--- config.mk ---
export PLATFORM = sky130hd
export DESIGN_NAME = pc_step_ctrl
export DESIGN_NICKNAME = d
export VERILOG_FILES = /design/src/rtl/pc_step_ctrl.sv
export SDC_FILE = /design/constraint.sdc
export NUM_CORES = 1
export LEC_CHECK = 0
export ABC_AREA = 1
export BUFFER_PORTS_ARGS = -buffer_cell sky130_fd_sc_hd__buf_2
export CAP_MARGIN = 5
export CORE_AREA = 3 3 40 42
export DETAILED_ROUTE_END_ITERATION = 8
export DIE_AREA = 0 0 43 45
export HOLD_SLACK_MARGIN = 0.1
export SYNTH_ARGS = -nofsm -noshare
export SYNTH_HDL_FRONTEND = slang
export SYNTH_SLANG_ARGS = --single-unit
--- constraint.sdc ---
create_clock -name clk -period 1.9 [get_ports clk]
set_input_delay 0.095 -clock clk [delete_from_list [all_inputs] [get_ports clk]]
set_output_delay 0.095 -clock clk [all_outputs]
set_load 0.005 [all_outputs]
--- src/rtl/pc_step_ctrl.sv ---
// pc_step_ctrl: debounced SW8 handshake, wait/halt stalls and PC advance enable for the program counter
module pc_step_ctrl #(
    parameter int DB_LEN = 4,
    parameter int OP_W = 3,
    parameter logic [OP_W-1:0] OP_WAITH = 3'b110,
    parameter logic [OP_W-1:0] OP_WAITL = 3'b111,
    parameter logic [OP_W-1:0] OP_HALT = 3'b101
) (
    input  logic            clk,
    input  logic            reset_n,
    input  logic            SW8,
    input  logic [OP_W-1:0] opcode,
    output logic            PCincr,
    output logic            in_load,
    output logic            waiting,
    output logic            halted,
    output logic            sw_db
);
    localparam int CW = $clog2(DB_LEN) + 1;
    typedef enum logic [1:0] {RUN, WAIT_HI, WAIT_LO, HALTED} state_t;
    state_t st, nxt;
    logic s1, s2, go, ld;
    logic [CW-1:0] cnt;
    always_ff @(posedge clk or negedge reset_n) begin
        if (!reset_n) begin
            s1 <= 1'b0;
            s2 <= 1'b0;
            sw_db <= 1'b0;
            cnt <= '0;
            st <= RUN;
        end else begin
            s1 <= SW8;
            s2 <= s1;
            st <= nxt;
            if (s2 == sw_db) cnt <= '0;
            else if (cnt == CW'(DB_LEN - 1)) begin
                sw_db <= s2;
                cnt <= '0;
            end else cnt <= cnt + 1'b1;
        end
    end
    always_comb begin
        nxt = st;
        go = 1'b0;
        ld = 1'b0;
        case (st)
            RUN: begin
                if (opcode == OP_HALT) nxt = HALTED;
                else if (opcode == OP_WAITH) begin
                    go = sw_db;
                    ld = sw_db;
                    nxt = sw_db ? RUN : WAIT_HI;
                end else if (opcode == OP_WAITL) begin
                    go = !sw_db;
                    nxt = sw_db ? WAIT_LO : RUN;
                end else go = 1'b1;
            end
            WAIT_HI: begin
                go = sw_db;
                ld = sw_db;
                nxt = sw_db ? RUN : WAIT_HI;
            end
            WAIT_LO: begin
                go = !sw_db;
                nxt = sw_db ? WAIT_LO : RUN;
            end
            default: nxt = HALTED;
        endcase
    end
    // outputs are masked by reset_n so an opcode on the bus cannot move the PC during reset
    assign PCincr = reset_n & go;
    assign in_load = reset_n & ld;
    assign waiting = reset_n & (st == WAIT_HI || st == WAIT_LO);
    assign halted = reset_n & (st == HALTED);
endmodule
==> qor.csv <==
metric,value,unit
status,completed,
f_max,635,MHz
period utilization,82.8,%
Filler cells,140,
Finished Cell Area,632,sq um
# DRC,0,
final worst setup slack,0.326,ns
worst-margin pin slew,0.306,ns
Post-Place Worst Slack,0.596,ns
largest net degree at the start of global routing,13,
most common cell in the netlist,nand2_1,
cell mode on critical path,inv_1,
top_reg_cell synth,dfrtp_1,
Nets,95,
Area after DPL,589,sq um
GRT Total Usage,11.0,%
wire per inst,9.14,um
placer congestion estimate,0.843,
syn_area_per_cell,7.94,sq um
number of port buffers,10,
Util after Layout,49.2,%
die extent in x,43,um
fraction of final layout cells sized beyond drive strength 1,22.2,%
Setup CP Type,reg -> out,
crit end category,primary output,
Power Total,0.000820,W
fraction of registers with async set/reset,100,%
maximum clock path buffer count,2,
multi-input logic area,279,sq um
Die Y-Extent,45,um
CTS Buf Count,3,
crit path time final,1.57,ns
Post-Syn Area,532,sq um
Starting Density,41.4,%
gr ovfl total,0,
Core Region,1280,sq um
clock sinks,8,
Worst-path clk slew,0.05,ns
H-tree depth,1,
Netlist cell types,16,
RSZ-0062 raised after global routing,false,
cell family with most CP delay,flip-flops,
leakage,0.354,nW
Synth area leaders,"dfrtp_1, ha_1, nand2_1",
final WL,877,um
first-pass GRT wire length,1600,um
post-synthesis sequential area ratio,37.6,%
critical path launch point type,flop,
Post-DP HPWL,697,um
crit-path max FO,5,
"FF+latch count, synth",8,
Antenna Nets Post-Route,0,
Area Overhead vs Synth,18.8,%
clk root buf,clkbuf_4,
vias per cell,4.36,
VDD IR-drop max,0.000628,V
I/O pins,11,
drt pass-1 iters,2,
"area leader, netlist",dfrtp_1,
"setup slack, reg-to-reg",0.65,ns
crit path cell chain,"inv_1, ha_1, inv_1, nor2_1, nand2_1, a21oi_2, buf_2",
Clock Skew,0.00822,ns
Setup Buffers After CTS,0,
vias in the first global route,402,
worst path bufs/invs,3,
CTS tree,yes,
# rows,13,
n_diodes,0,
worst-skew pair later-pin latency,0.25,ns
share of the synthesized area in the top cell type,37.6,%
Initial DRC Count,2,
Mapped Cells,67,
pins over their slew limit,0,
Vias,419,
Critical Path AT,1.48,ns
"top cells by count, synth","nand2_1, inv_1, nor2_1",
max-cap viol count,0,
Post-synth EDFFs,0,
Hold Path Class,in -> async,
storage element area,200,sq um
FF-to-FF Start,st[1],
die area,1940,sq um
worst reg2reg path depth,6,
initial antenna violation count,0,
power per cell area,1300,nW/um^2
Rel. slew slack,79.6,%
CP max stage delay,0.41,ns
Reg-to-Reg End,st[0],
final setup vio count,0,
Ys Warns,0,
TNS Setup,0,ns
Crit-path slowest cell,dfrtp_1,
Final Hold Violating Endpoints,0,
Post-Syn Nets,79,
Worst Path Required,1.80,ns
==> how the worst max path moves through the flow <==
stage	start	end	cells past startpoint
final	st[1]	PCincr	7
after global routing	st[0]	PCincr	7
after CTS	st[1]	PCincr	7
after detailed placement	st[1]	PCincr	7
after global placement	st[0]	PCincr	7
after floorplan	st[0]	PCincr	6
==> cell usage in the layout (no fill, tap or decap), types with 3 or more instances in the layout <==
cell type,netlist,final
nand2_1,16,16
inv_1,10,10
buf_2,0,10
nor2_1,9,9
dfrtp_1,8,8
ha_1,6,6
nand3_1,4,4
a21oi_1,3,3
clkbuf_4,0,3
==> cell type report <==
| type | instances | area share, % |
|---|---|---|
| Timing Repair Buffer | 12 | 11.1 |
| Sequential cell | 8 | 31.7 |
| Inverter | 11 | 6.53 |
| Tap cell | 15 | 2.97 |
| Clock buffer | 3 | 3.56 |
| Multi-Input combinational cell | 47 | 44.2 |
==> state kept, by name, indices dropped and copies added, names as in the netlist <==
name / cells
s1: 1
st: 2
sw_db: 1
cnt: 3
s2: 1
==> stage by stage <==
stage | instances | hold slack [ns]
after floorplan | 67 | -0.201
after global placement | 91 | -0.0300
after detailed placement | 91 | -0.0316
after CTS | 96 | 0.234
after global routing | 96 | 0.252
final | 96 | 0.234
==> metal layers <==
layer	part of all wire (%)	vias up	wire length (um)	track usage (%)
met1	55	174	483	15.7
met3	4.4	0	39	4.78
met2	40	8	354	15.9
met4	0	0	0	1.81
met5	0	-	0	0
li1	-	237	-	-
==> what timing repair did <==
item / CTS / global route
endpoints found under the hold margin: 9 / 0
gates resized for setup: 0 / 0
hold buffers: 2 / 0
==> cells by family (layout without fill, tap and decap cells) <==
family                     count (synthesis)  after routing  synth area share [%]
adders and majority gates                  6              6                  14.1
xor gates and xnor gates                   1              1                  3.06
AOI/OAI and AO/OA                          7              7                  8.47
DFF                                        8              8                  37.6
buffers and inverters                     12             26                  9.88
and+or+nand+nor                           33             33                  26.8
==> where the power goes <==
group,switching [W],internal [W]
clock,0.0000503,0.0000718
combinational,0.000221,0.000186
sequential,0.0000657,0.000225
(Power assumes the default switching activity.)
